`config.mk`:
```
export PLATFORM = sky130hd
export DESIGN_NAME = reg_write_arbiter
export DESIGN_NICKNAME = d
export VERILOG_FILES = /design/src/rtl/rf_pkg.sv /design/src/rtl/result_fifo.sv /design/src/rtl/reg_write_arbiter.sv
export SDC_FILE = /design/constraint.sdc
export NUM_CORES = 1
export LEC_CHECK = 0
export CAP_MARGIN = 20
export CELL_PAD_IN_SITES_DETAIL_PLACEMENT = 2
export CELL_PAD_IN_SITES_GLOBAL_PLACEMENT = 2
export CORE_ASPECT_RATIO = 2
export CORE_MARGIN = 2
export CORE_UTILIZATION = 31
export DETAILED_ROUTE_END_ITERATION = 12
export HOLD_SLACK_MARGIN = 0.12
export PLACE_DENSITY_LB_ADDON = 0.3
export SETUP_SLACK_MARGIN = 0.02
export SYNTH_ARGS = -nofsm -noshare
export SYNTH_HDL_FRONTEND = slang
export SYNTH_SLANG_ARGS = --single-unit
```
`constraint.sdc`:
```
create_clock -name CLK -period 5 [get_ports CLK]
set_clock_uncertainty 0.2 [all_clocks]
set_input_delay 1.5 -clock CLK [delete_from_list [all_inputs] [get_ports CLK]]
set_output_delay 1.5 -clock CLK [all_outputs]
set_load 0.05 [all_outputs]
```
`src/rtl/rf_pkg.sv`:
```
// rtl/rf_pkg.sv - register-file widths and the buffered mul/div result type
package rf_pkg;

  localparam int DATA_WIDTH   = 32;
  localparam int ADDR_WIDTH   = 5;
  localparam int REG_COUNT    = 32;
  localparam int STARVE_LIMIT = 4;

  // "reg" is a keyword, so the destination field is named dest
  typedef struct packed {
    logic [ADDR_WIDTH-1:0] dest;
    logic [DATA_WIDTH-1:0] data;
  } md_result_t;

endpackage

```
`src/rtl/result_fifo.sv`:
```
// rtl/result_fifo.sv - small synchronous FIFO holding mul/div results until a free write slot
module result_fifo
  import rf_pkg::*;
#(
  parameter int DEPTH = 2
) (
  input  logic                   CLK,
  input  logic                   RESET,
  input  logic                   push,
  input  md_result_t             push_data,
  input  logic                   pop,
  output md_result_t             head,
  output logic                   full,
  output logic                   empty,
  output logic [$clog2(DEPTH):0] count
);

  localparam int PW = $clog2(DEPTH);
  localparam logic [PW-1:0] PTR_ONE = 1;
  localparam logic [PW:0]   CNT_ONE = 1;
  localparam logic [PW:0]   CNT_FULL = DEPTH[PW:0];

  md_result_t    mem [DEPTH];
  logic [PW-1:0] wr_ptr;
  logic [PW-1:0] rd_ptr;

  // Storage carries no reset; only the pointers and count define validity
  always_ff @(posedge CLK) begin
    if (push) begin
      mem[wr_ptr] <= push_data;
    end
  end

  always_ff @(posedge CLK or posedge RESET) begin
    if (RESET) begin
      wr_ptr <= '0;
      rd_ptr <= '0;
      count  <= '0;
    end else begin
      if (push) begin
        wr_ptr <= wr_ptr + PTR_ONE;
      end
      if (pop) begin
        rd_ptr <= rd_ptr + PTR_ONE;
      end
      case ({push, pop})
        2'b10:   count <= count + CNT_ONE;
        2'b01:   count <= count - CNT_ONE;
        default: count <= count;
      endcase
    end
  end

  assign head  = mem[rd_ptr];
  assign full  = (count == CNT_FULL);
  assign empty = (count == '0);

endmodule

```
`src/rtl/reg_write_arbiter.sv`:
```
// rtl/reg_write_arbiter.sv - shares the register-file write port between WB and buffered mul/div results
module reg_write_arbiter #(
  parameter int DATA_WIDTH   = rf_pkg::DATA_WIDTH,
  parameter int ADDR_WIDTH   = rf_pkg::ADDR_WIDTH,
  parameter int FIFO_DEPTH   = 2,
  parameter int STARVE_LIMIT = rf_pkg::STARVE_LIMIT
) (
  input  logic                          CLK,
  input  logic                          RESET,
  input  logic                          WB_WRITEENABLE,
  input  logic [ADDR_WIDTH-1:0]         WB_WRITEREG,
  input  logic [DATA_WIDTH-1:0]         WB_WRITEDATA,
  output logic                          WB_STALL,
  input  logic                          MD_ISSUE,
  input  logic [ADDR_WIDTH-1:0]         MD_ISSUE_REG,
  input  logic                          MD_VALID,
  output logic                          MD_READY,
  input  logic [ADDR_WIDTH-1:0]         MD_WRITEREG,
  input  logic [DATA_WIDTH-1:0]         MD_WRITEDATA,
  input  logic [ADDR_WIDTH-1:0]         READREG1,
  input  logic [ADDR_WIDTH-1:0]         READREG2,
  output logic                          HAZARD,
  output logic [rf_pkg::REG_COUNT-1:0]  PENDING,
  output logic                          RF_WRITEENABLE,
  output logic [ADDR_WIDTH-1:0]         RF_WRITEREG,
  output logic [DATA_WIDTH-1:0]         RF_WRITEDATA
);

  import rf_pkg::*;

  localparam int CW = $clog2(STARVE_LIMIT + 1);
  localparam logic [CW-1:0] CNT_ONE   = 1;
  localparam logic [CW-1:0] CNT_LIMIT = STARVE_LIMIT[CW-1:0];

  md_result_t                  fifo_push_data;
  md_result_t                  fifo_head;
  logic                        fifo_push;
  logic                        fifo_pop;
  logic                        fifo_full;
  logic                        fifo_empty;
  logic [$clog2(FIFO_DEPTH):0] fifo_count;

  logic                        fifo_grant;
  logic                        wb_grant;
  logic                        starve_hit;
  logic [CW-1:0]               starve_cnt;

  logic [REG_COUNT-1:0]        pending;
  logic [REG_COUNT-1:0]        set_vec;
  logic [REG_COUNT-1:0]        clr_vec;
  logic                        hazard;
  logic                        issue_ok;

  assign fifo_push_data.dest = MD_WRITEREG;
  assign fifo_push_data.data = MD_WRITEDATA;
  assign fifo_push           = MD_VALID && MD_READY;
  assign fifo_pop            = fifo_grant;

  result_fifo #(
    .DEPTH (FIFO_DEPTH)
  ) u_result_fifo (
    .CLK       (CLK),
    .RESET     (RESET),
    .push      (fifo_push),
    .push_data (fifo_push_data),
    .pop       (fifo_pop),
    .head      (fifo_head),
    .full      (fifo_full),
    .empty     (fifo_empty),
    .count     (fifo_count)
  );

  // No push-through: a full FIFO refuses even when its head drains this cycle
  assign MD_READY = !RESET && !fifo_full;

  // Forced drain wins over WB; otherwise WB first, then the FIFO fills idle slots
  assign starve_hit = (starve_cnt == CNT_LIMIT) && !fifo_empty;
  assign wb_grant   = WB_WRITEENABLE && !starve_hit;
  assign fifo_grant = !fifo_empty && (starve_hit || !WB_WRITEENABLE);
  assign WB_STALL   = starve_hit;

  assign RF_WRITEREG    = fifo_grant ? fifo_head.dest : WB_WRITEREG;
  assign RF_WRITEDATA   = fifo_grant ? fifo_head.data : WB_WRITEDATA;
  assign RF_WRITEENABLE = !RESET && (fifo_grant ? (fifo_head.dest != '0)
                                                : (wb_grant && (WB_WRITEREG != '0)));

  always_ff @(posedge CLK or posedge RESET) begin
    if (RESET) begin
      starve_cnt <= '0;
    end else if ((fifo_count == '0) || fifo_grant) begin
      starve_cnt <= '0;
    end else if (starve_cnt != CNT_LIMIT) begin
      starve_cnt <= starve_cnt + CNT_ONE;
    end
  end

  assign hazard   = pending[READREG1] | pending[READREG2] | (MD_ISSUE & pending[MD_ISSUE_REG]);
  assign HAZARD   = hazard;
  assign issue_ok = MD_ISSUE && !hazard && (MD_ISSUE_REG != '0);

  always_comb begin
    set_vec = '0;
    clr_vec = '0;
    if (issue_ok) begin
      set_vec[MD_ISSUE_REG] = 1'b1;
    end
    if (fifo_grant) begin
      clr_vec[fifo_head.dest] = 1'b1;
    end
  end

  // Set is applied after clear so a new issue survives an older result's retire
  always_ff @(posedge CLK or posedge RESET) begin
    if (RESET) begin
      pending <= '0;
    end else begin
      pending <= ((pending & ~clr_vec) | set_vec) & {{(REG_COUNT-1){1'b1}}, 1'b0};
    end
  end

  assign PENDING = pending;

endmodule

```
### Word level (Yosys, flattened, before mapping)

Memory sizes are Yosys's and may differ from the RTL's.
Cells that the tools add are included.

* add/subtract/negate cells: 5
* multipliers: 0
* div/mod/pow operators: 0
* magnitude comparators: 6
* equality and inequality tests: 5
* shift-type cells: 0
* mux-type cells: 20
* bitwise logic cells: 6
* reductions and logical operators: 25

Operators with widths (count)
* $mux W32: 3
* $and A32 B32 Y32: 1
* $not A32 Y32: 1
* $or A32 B32 Y32: 1
* $lt A5 B6 Y1 const B: 4
* $bmux W1 S5: 3
* $reduce_bool A5 Y1: 3
* $logic_and A1 B1 Y1: 11
* $demux W1 S5: 2
* $ge A5 B1 Y1 const B: 2
* $mux W1: 8
* $logic_not A1 Y1: 6
* $mux W3: 2
* $mux W5: 1
* $eq A2 B2 Y1 const B: 2
* $pmux W2 S2: 1
* $reduce_bool A2 Y1: 2
* $add A3 B1 Y3 const B: 1
* $eq A3 B3 Y1 const B: 1
* $ne A3 B3 Y1 const B: 1
* $add A1 B1 Y1 const B: 2
* $add A2 B1 Y2 const B: 1
* $eq A2 B1 Y1 const B: 1
* $logic_not A2 Y1: 1
* 4 further kinds: 6

* register bits: 38
* bits in latches: 0
* RAM bits: 74
* memory bits (read-only): 0
* bits of input ports: 94
* output and inout port bits: 73
* logic and storage cells: 73
* memories kept: 1

Memory list
* u_result_fifo.mem: words 2, width 37, rd ports 1, clocked after Yosys merged registers in 0, wr ports 1, RTL line result_fifo.sv:23 `md_result_t mem [DEPTH];`

### Longest topological paths before layout

Gate-level depths: netlist of the first run.

* word-level depth: 9
* gate-level depth with buffers: 10
* gate-level depth less buffers: 8

### Hierarchy

From an unflattened synthesis of the first run, not the netlist that was laid out.

* cell total of the unflattened synthesis: 454
* area total of the unflattened synthesis: 5982.0 sq um

By module, submodules not included
* reg_write_arbiter: times used 1, cells an instance 322, area each 3041.7 sq um, sequential area each 850.8 sq um
* result_fifo: times used 1, cells an instance 132, area each 2940.3 sq um, sequential area each 2322.2 sq um

### Worst setup path before layout of the first run

Ideal clock, no wire load.

* path type: input to output
* from: input port WB_WRITEENABLE
* to: output port RF_WRITEENABLE
* arrival: 3766 ps
* required time: 3300 ps
* setup slack: -466 ps
* stages: 4
* buffers on the path: 1
* path through: a21oi_1 -> clkbuf_1 -> nor3_1 -> nor4_1

* longest elaborated chain between the ends: 5
* elaborated cells on any way between the ends: 7
* classes of those cells: mux (1); reduce/logical (6)

Ends and longest elaborated chain
* from (decl): RTL line reg_write_arbiter.sv:10 `input logic WB_WRITEENABLE,`
* $logic_not A1 Y1: RTL line reg_write_arbiter.sv:79 `assign fifo_grant = !fifo_empty && (starve_hit || !WB_WRITEENABLE);`
* $logic_or A1 B1 Y1: RTL line reg_write_arbiter.sv:79
* $logic_and A1 B1 Y1: RTL line reg_write_arbiter.sv:79
* $mux W1 (*): RTL line reg_write_arbiter.sv:84 `assign RF_WRITEENABLE = !RESET && (fifo_grant ? (fifo_head.dest != '0)`
* $logic_and A1 B1 Y1 (*): RTL line reg_write_arbiter.sv:84
* to (decl): RTL line reg_write_arbiter.sv:24 `output logic RF_WRITEENABLE,`

Mark *: on every way between the ends. The rest lies on a longest branch, timed or not.

### Final worst setup path of the first run

* from: input port READREG1[2]
* to: output port HAZARD

* longest elaborated chain between the ends: 4

Ends and longest elaborated chain
* from (decl): RTL line reg_write_arbiter.sv:20 `input logic [ADDR_WIDTH-1:0] READREG1,`
* $bmux W1 S5: RTL line reg_write_arbiter.sv:97 `assign hazard = pending[READREG1] | pending[READREG2] | (MD_ISSUE & pending[MD_ISSUE_REG]);`
* $mux W1 (not written as such): RTL line reg_write_arbiter.sv:97
* $or A1 B1 Y1 (2 in a row): RTL line reg_write_arbiter.sv:97
* to (decl): RTL line reg_write_arbiter.sv:22 `output logic HAZARD,`

Every way passes these cells. The select of a mux whose other input is x is not followed.

==> results of run 1 <==
sequential cells by signal (all words and copies together), names as in the netlist:
register / count
starve_cnt: 3
PENDING: 31
u_result_fifo.wr_ptr: 1
u_result_fifo.count: 2
u_result_fifo.mem: 74
u_result_fifo.rd_ptr: 1
logic make-up (layout without fill, tap and decap cells):
kind of cell / after synthesis / in the layout / share of synthesized area, %
DFF: 112 / 112 / 54.5
buffers and inverters: 41 / 246 / 3.42
and+or+nand+nor: 107 / 107 / 8.90
other: 1 / 2 / 0.0644
muxes: 76 / 76 / 15.9
AOI/OAI and AO/OA: 127 / 127 / 15.8
adders and majority gates: 3 / 3 / 0.645
xor gates and xnor gates: 5 / 5 / 0.752
per-layer routing:
metal / share of wire, % / track usage [%]
met5: 0 / 0
met1: 30 / 19.9
met4: 5.6 / 13.2
met3: 4.5 / 4.02
met2: 60 / 49.0
Yosys cell counts (all sizes together), types with 3 or more instances:
cell	instances
o41ai	31
or3b	3
nand3	9
nor3b	3
o21ai	37
inv	10
a21oi	38
nor3	6
o22ai	7
dfrtp	38
mux2	6
mux2i	59
a221oi	3
xnor2	3
mux4	11
clkbuf	19
nand2	18
nand2b	3
edfxtp	74
buf	12
nand3b	4
nor2	50
nor2b	5
ha	3
power by group through the flow:
stage	combinational (uW)	clock, uW	sequential [uW]
5_1_grt	3060	721	1570
4_1_cts	2910	690	1550
3_3_place_gp	2760	0	1530
3_5_place_dp	2830	0	1550
6_report	2910	665	1550
2_1_floorplan	1300	0	1760
metrics by stage:
| stage | cells | hold WS (ns) | cell area [um2] |
|---|---|---|---|
| global placement | 867 | 0.253 | 8350 |
| floorplan | 472 | 0.243 | 5820 |
| CTS | 892 | 0.308 | 8830 |
| global route | 894 | 0.329 | 8900 |
| finish | 894 | 0.307 | 8900 |
| detailed placement | 867 | 0.283 | 8350 |
layout make-up:
cell class,count,area share (%)
tap,216,3.04
antenna,1,0.0281
inverter,10,0.422
multi-input combinational,319,29.8
sequential,112,35.7
timing repair buffer,220,28.1
clock inverter,5,0.380
clock buffer,11,2.62
worst min-delay path by stage:
stage	end	cells after the start
6_report	starve_cnt[0]	1
5_1_grt	starve_cnt[0]	1
3_5_place_dp	starve_cnt[0]	1
4_1_cts	starve_cnt[0]	1
3_3_place_gp	starve_cnt[0]	1
2_1_floorplan	starve_cnt[0]	1
timing repair:
action                                  CTS  global route
buffers inserted                          8             2
gates cloned                              1             0
endpoints found under the setup margin    1             1
pin swaps                                 9             9
resized for setup                        51            27
hold endpoints to repair                  0             0
==> results.toml, run 1 <==
[worst_setup_path]
timing.rr.end = "PENDING[31]"
cp-startpoint = "READREG1[2]"
cp.depth = 8
cp.required_ns = 3.30
cpLargestDelayFamily = "multiplexers"
r2r_slack_ns = 1.82
slowest_stage = "mux4_2"
r2r_cells = 8
start_kind = "primary input"
crit_type = "primary input to output port"
end_kind = "output port"
endpoint = "HAZARD"
critical_path_buf_inv_count = 2
path_cells = "buf_12 > mux4_2 > mux4_2 > nand2b_4 > o211ai_4 > nand3_4 > nand2b_4 > buf_8"
regToRegStartpoint = "PENDING[10]"
cp.arrival_ns = 3.23
critPathMaxFanout = 5
cpPeakStageDelay_ns = 0.50

[final_layout]
regArea_um2 = 3170
syn2layout_area_growth_pct = 52.8
fillerInstances = 1818
finalCoreUtilization_pct = 48.4
multiInputGateArea_um2 = 2650
nets = 769
final_common_cell = "clkdlybuf4s50_1"
final_layout_size_suffix_gt1_share_pct = 26.1
layout_common_cells = "114 x clkdlybuf4s50_1, 74 x edfxtp_1, 52 x mux2i_1"

[power_and_ir_drop]
combPwrFrac_pct = 56.8
seq_power_share_pct = 30.2
p_int_uw = 2750
p_switching_uw = 2370
power.density_nw_per_um2 = 575
swShare_pct = 46.3
peakVddDrop_uv = 368
p_leak_uw = 0.00344
total_power_uw = 5120
power_frac_clock_pct = 13.0

[detailed_routing]
first_pass_iters = 4
ant_nets = 0
via_per_inst = 5.57
vias = 4979
wl_um = 23100
wl_per_cell_um = 25.9
remaining_drc_errors = 0
dr.first_iter.drc_count = 122

[clocking]
clkTransAtPathRegs_ns = 0.07
clockBufferDepth = 2
htree_levels = 3
cts_tree = "built"
root_buffer = "clkbuf_16"
cts_sinks = 112
cts-buffers-inserted = 9
holdBufCountCts = 0
clock_latency_ns = 0.35

[timing]
finalSetupViolCount = 0
slew_headroom_pct = 39.0
fin_crit_sh_pct = 98.6
worst_slew_pin_slew_ns = 0.916
min_period_ns = 4.93
hold_viol = 0
rsz0062_at_grt = "no"
max_freq_mhz = 203
tns_ns = 0
fin_ws_ns = 0.0692
finalMaxSlewViolations = 0

[synth]
synth_area_um2 = 5820
synth_nets = 569
synth_cell_type_count = 50
ys.warnings.count = 0
synth_area_leader_cell = "edfxtp_1"
ys_async_sr_fraction_pct = 33.9
synth_flop_cell = "edfxtp_1"
ys_ff_latch = 112
synth-edff-count = 74
ys_top_cells_by_area = "edfxtp_1 38%, dfrtp_1 16%, mux2i_1 10%"
avgSynthCellArea_um2 = 12.3
netlist.area_leader.share_pct = 38.2
ys_seq_area_share_pct = 54.5
synthCells = 472

[grt]
grt_pass1_vias = 5790
grt-ovfl-total = 0
grt_pass1_wl_um = 34500
grt.total_usage_pct = 23.7
grt_max_degree = 51
grt_antenna_before_repair = 1

[place]
port_buffers = 165
dpl_worst_slack_ns = -0.514
dpl.hpwl_um = 18000
place_congestion = 0.916

[min_path]
min_path_type = "flip-flop to flip-flop"
min-delay-start = "starve_cnt[0]"

[flow_run]
drv_cap = 0

[floorplanning]
num_rows = 70
die_y_um = 198
pin_count = 167
die_x_um = 101
start_util_pct = 31.7
core_area_um2 = 18400
die-area_um2 = 20000

[status]
outcome = "finished, final reports clean"
(Power assumes the default switching activity.)
==> run 2, diff against run 1 <==
--- a/config.mk
+++ b/config.mk
@@ -10,7 +10,7 @@
 export CELL_PAD_IN_SITES_GLOBAL_PLACEMENT = 2
 export CORE_ASPECT_RATIO = 2
 export CORE_MARGIN = 2
-export CORE_UTILIZATION = 31
+export CORE_UTILIZATION = 28
 export DETAILED_ROUTE_END_ITERATION = 12
 export HOLD_SLACK_MARGIN = 0.12
 export PLACE_DENSITY_LB_ADDON = 0.3
==> constraint.sdc (replaced) <==
create_clock -name CLK -period 4.1 [get_ports CLK]
set_clock_uncertainty 0.2 [all_clocks]
set_input_delay 1.23 -clock CLK [delete_from_list [all_inputs] [get_ports CLK]]
set_output_delay 1.23 -clock CLK [all_outputs]
set_load 0.05 [all_outputs]
==> run 2 against run 1 <==
  * The flow now finishes with violations (setup timing)
  * Via count grew 1.2%
  * Setup slack lost 0.37 ns
  * Non-clock buffer count grew 9
  * Critical path type unchanged
  * Largest power group unchanged
  * Highest routed layer unchanged
==> results.toml, run 2 (same netlist as run 1, synthesis figures left out) <==
[final_layout]
nets = 778
largest-register = "u_result_fifo.mem"
largest_register_ffs = 74
finalInstanceArea_um2 = 9190
layout_common_cells = "109 x clkdlybuf4s50_1, 74 x edfxtp_1, 56 x mux2i_1"
diodes = 0
syn2layout_area_growth_pct = 57.8
final_layout_size_suffix_gt1_share_pct = 32.1
final_common_cell = "clkdlybuf4s50_1"

[clocking]
cts-buffers-inserted = 9
clockBufferDepth = 2
root_buffer = "clkbuf_16"
cts_tree = "built"
cts_sinks = 112
clkTransAtPathRegs_ns = 0.07
clock_latency_ns = 0.35
htree_levels = 3

[floorplanning]
die_x_um = 106
core_area_um2 = 20500
pin_count = 167
num_rows = 74
start_util_pct = 28.5
die-area_um2 = 22000
die_y_um = 208

[min_path]
min_path_type = "flip-flop to flip-flop"

[worst_setup_path]
crit_type = "primary input to output port"
cp.required_ns = 2.67
cp.arrival_ns = 2.97
end_kind = "output port"
critPathMaxFanout = 5
start_kind = "primary input"

[grt]
grt_antenna_before_repair = 0
grt_pass1_wl_um = 34300
grt.total_usage_pct = 20.7
grt-ovfl-total = 0
grt_pass1_vias = 5916
grt_max_degree = 38

[place]
place_congestion = 0.872
dpl.hpwl_um = 17800
post_dp_cell_area_um2 = 8640
port_buffers = 165
dpl_worst_slack_ns = -0.852

[power_and_ir_drop]
p_leak_uw = 0.00354
total_power_uw = 6430
power.density_nw_per_um2 = 700
peakVddDrop_uv = 355

[timing]
slew_headroom_pct = 59.9
hold_ws_ns = 0.307
hold_viol = 0
min_period_ns = 4.40
finalSetupViolCount = 1
max_freq_mhz = 227
tns_ns = -0.301
fin_crit_sh_pct = 107
fin_ws_ns = -0.301
finalMaxSlewViolations = 0
worst_slew_pin_slew_ns = 0.600
rsz0062_at_grt = "yes"

[detailed_routing]
dr.first_iter.drc_count = 105
first_pass_iters = 4
wl_um = 23000
wl_per_cell_um = 24.2
remaining_drc_errors = 0
via_per_inst = 5.30
vias = 5041
ant_nets = 0

[status]
violations = "setup timing"
outcome = "finished with violations"

[flow_run]
drv_cap = 0
==> run 2: cell types whose count changed in the layout (fill, tap and decap cells not counted), moves of 3 or more <==
cell / previous run / this run
clkdlybuf4s50_1: 114 / 109
buf_4: 48 / 52
a21oi_2: 0 / 36
clkbuf_2: 4 / 7
mux2i_1: 52 / 56
mux2i_2: 4 / 1
a21oi_1: 37 / 1
==> run 2: cell type report <==
cell class | instances | area (um2)
Clock buffer | 10 | 229
Clock inverter | 5 | 58.8
Fill cell | 2047 | 11300
Inverter | 10 | 37.5
Multi-Input combinational cell | 319 | 2740
Sequential cell | 112 | 3170
Tap cell | 266 | 333
Timing Repair Buffer | 229 | 2610
==> run 2: worst paths after layout <==
kind	from	to	slack, ns	cells after the start
min	starve_cnt[0]	starve_cnt[0]	0.31	1
max reg2reg	PENDING[14]	PENDING[12]	0.94	9
min reg2reg	starve_cnt[0]	starve_cnt[0]	0.31	1
min in group asynchronous	RESET	starve_cnt[0]	1.01	2
max in group asynchronous	RESET	PENDING[25]	1.96	3
max	MD_ISSUE_REG[4]	HAZARD	-0.30	9
==> run 2: metrics by stage <==
step	util, %	instances
finish	44.9	951
floorplan	-	472
detailed placement	42.2	925
CTS	44.2	945
global route	44.9	951
global placement	42.2	925
==> run 2: worst max-delay path, cell delays in order <==
cell and delay, ns:
dlygate4sd2_1 0.30, buf_4 0.18, or3b_4 0.41, o22ai_1 0.20, nor3_1 0.10, a31oi_2 0.18, o21ai_1 0.14, nand2b_4 0.11
buf_8 0.14
==> run 2: where the power goes <==
part | total, uW | internal, uW | switching (uW) | leakage, uW
logic | 3710 | 1560 | 2150 | 0.00223
registers | 1850 | 1480 | 376 | 0.00117
clock network | 867 | 471 | 396 | 0.000136
total | 6430 | 3500 | 2930 | 0.00354
==> run 2: repair_timing <==
| item | CTS | global route |
|---|---|---|
| buffers inserted | 5 | 7 |
| hold buffers | 0 | 0 |
| setup endpoints to repair | 39 | 6 |
| gates resized for setup | 47 | 42 |
| pin swaps | 7 | 12 |
| gates cloned | 0 | 1 |
==> run 2: metal layers <==
layer  vias up  routed length (um)  global-route usage, %
li1       2234                   -                      -
met1      2556                7310                   18.9
met2       188               13500                   41.2
met3        63                 959                   3.85
met4         0                1220                   11.7
met5         -                   0                      0
==> run 3, diff against run 2 <==
--- a/config.mk
+++ b/config.mk
@@ -9,7 +9,7 @@
 export CELL_PAD_IN_SITES_DETAIL_PLACEMENT = 2
 export CELL_PAD_IN_SITES_GLOBAL_PLACEMENT = 2
 export CORE_ASPECT_RATIO = 2
-export CORE_MARGIN = 2
+export CORE_MARGIN = 4
 export CORE_UTILIZATION = 28
 export DETAILED_ROUTE_END_ITERATION = 12
 export HOLD_SLACK_MARGIN = 0.12
==> run 3 against run 2 <==
  * The run still ends with setup timing left
  * Clock-buffer cell count unchanged
  * Utilization increased by 0.64 points
  * Critical path depth decreased by 1
  * Largest power group unchanged
  * Setup slack got worse by 0.026 ns
  * Combinational power about the same
  * Via count increased by 0.36%
  * Maximum frequency decreased by 0.58%
  * Critical path type unchanged
  * Critical endpoint unchanged
  * Die area increased by 5.8%
==> results.toml, run 3 (same netlist as run 1, synthesis figures left out) <==
[timing]
worst_slew_pin_slew_ns = 0.929
fin_ws_ns = -0.326
min_period_ns = 4.43
hold_ws_ns = 0.276
finalMaxSlewViolations = 0
slew_headroom_pct = 38.0
finalSetupViolCount = 1
hold_viol = 0
max_freq_mhz = 226
rsz0062_at_grt = "yes"
fin_crit_sh_pct = 108

[final_layout]
final_common_cell = "clkdlybuf4s50_1"
final_layout_size_suffix_gt1_share_pct = 32.0
largest-register = "u_result_fifo.mem"
finalCoreUtilization_pct = 45.5
nets = 776
fin_cells = 951
largest_register_ffs = 74
syn2layout_area_growth_pct = 60.0
layout_common_cells = "109 x clkdlybuf4s50_1, 74 x edfxtp_1, 54 x mux2i_1"

[grt]
grt.total_usage_pct = 20.5
use_met3_pct = 4.15
grt_use_met2_pct = 39.7
use_met1_pct = 17.9
busiest_layer = "met2"
grt_antenna_before_repair = 1
grt-ovfl-total = 0
grt_pass1_wl_um = 35000
grt_max_degree = 39
grt_pass1_vias = 5973

[clocking]
clkTransAtPathRegs_ns = 0.07
holdBufCountCts = 0
cts_tree = "built"
root_buffer = "clkbuf_16"
clock_latency_ns = 0.36
cts_sinks = 112
htree_levels = 3
clockBufferDepth = 2
cts-buffers-inserted = 9

[detailed_routing]
vias = 5059
dr.first_iter.drc_count = 225
wl_per_cell_um = 24.6
remaining_drc_errors = 0
ant_nets = 0
via_per_inst = 5.32
wl_um = 23400
first_pass_iters = 4

[floorplanning]
die_y_um = 212
die_x_um = 110
die-area_um2 = 23300
start_util_pct = 28.5
core_area_um2 = 20500
pin_count = 167
num_rows = 74

[status]
violations = "setup timing"
outcome = "finished with violations"

[power_and_ir_drop]
swShare_pct = 45.2
p_switching_uw = 2940
power.density_nw_per_um2 = 698
combPwrFrac_pct = 57.3
power_frac_clock_pct = 14.7
seq_power_share_pct = 28.0
p_leak_uw = 0.00357
peakVddDrop_uv = 357
total_power_uw = 6500
p_int_uw = 3570

[worst_setup_path]
cpLargestDelayFamily = "multiplexers"
crit_type = "primary input to output port"
path_cells = "buf_12 > mux4_2 > mux4_2 > nand2b_4 > o211ai_2 > nand3_4 > nand2b_4 > buf_8"
critPathMaxFanout = 6
slowest_stage = "mux4_2"
cpPeakStageDelay_ns = 0.53
cp.required_ns = 2.67
start_kind = "primary input"
critical_path_buf_inv_count = 2
end_kind = "output port"
cp.arrival_ns = 3.00

[place]
place_congestion = 0.898
dp_cells = 922
dpl_worst_slack_ns = -0.867
dpl.hpwl_um = 17900
port_buffers = 165

[min_path]
min_path_type = "flip-flop to flip-flop"

[flow_run]
drv_cap = 0
-- run 3: per-layer routing --
metal | part of all wire (%) | wire length, um
met5 | 0 | 0
met2 | 58 | 13600
met4 | 6.5 | 1530
met1 | 31 | 7250
met3 | 4.6 | 1080
-- run 3: worst paths after layout --
kind                                from       endpoint  slack (ns)  depth (start not counted)
min in group asynchronous          RESET    PENDING[14]        1.37                          2
max in group asynchronous          RESET    PENDING[10]        1.62                          3
min reg2reg                starve_cnt[0]  starve_cnt[0]        0.28                          1
max                          READREG1[2]         HAZARD       -0.33                          8
min                        starve_cnt[0]  starve_cnt[0]        0.28                          1
max reg2reg                   PENDING[6]    PENDING[24]        0.86                          9
-- run 3: repair_timing --
item                                    in CTS  in global routing
setup buffers                               11                  2
pin swaps                                   13                  4
resized for setup                           69                 14
endpoints found under the setup margin      39                 27
cloned                                       1                  0
-- run 3: metrics by stage --
stage                     cell area, um2  TNS [ns]
after detailed placement            8610     -8.52
after global routing                9320    -0.353
after global placement              8610     -5.37
after CTS                           9280    -0.373
final                               9320    -0.326
after floorplan                     5980    -0.564
-- run 3: final cells by class --
type,instances,area (um2)
Timing Repair Buffer,227,2650
Clock inverter,6,90.1
Multi-Input combinational cell,319,2800
Clock buffer,10,229
Inverter,10,37.5
Sequential cell,112,3170
Fill cell,2020,11100
Tap cell,266,333
Antenna cell,1,2.50
-- run 3: power groups by stage --
stage	Sequential [uW]	Clock, uW	Combinational, uW
global placement	1800	0	3490
floorplan	2140	0	1680
detailed placement	1830	0	3580
global route	1850	1030	3910
finish	1820	955	3730
CTS	1820	985	3730
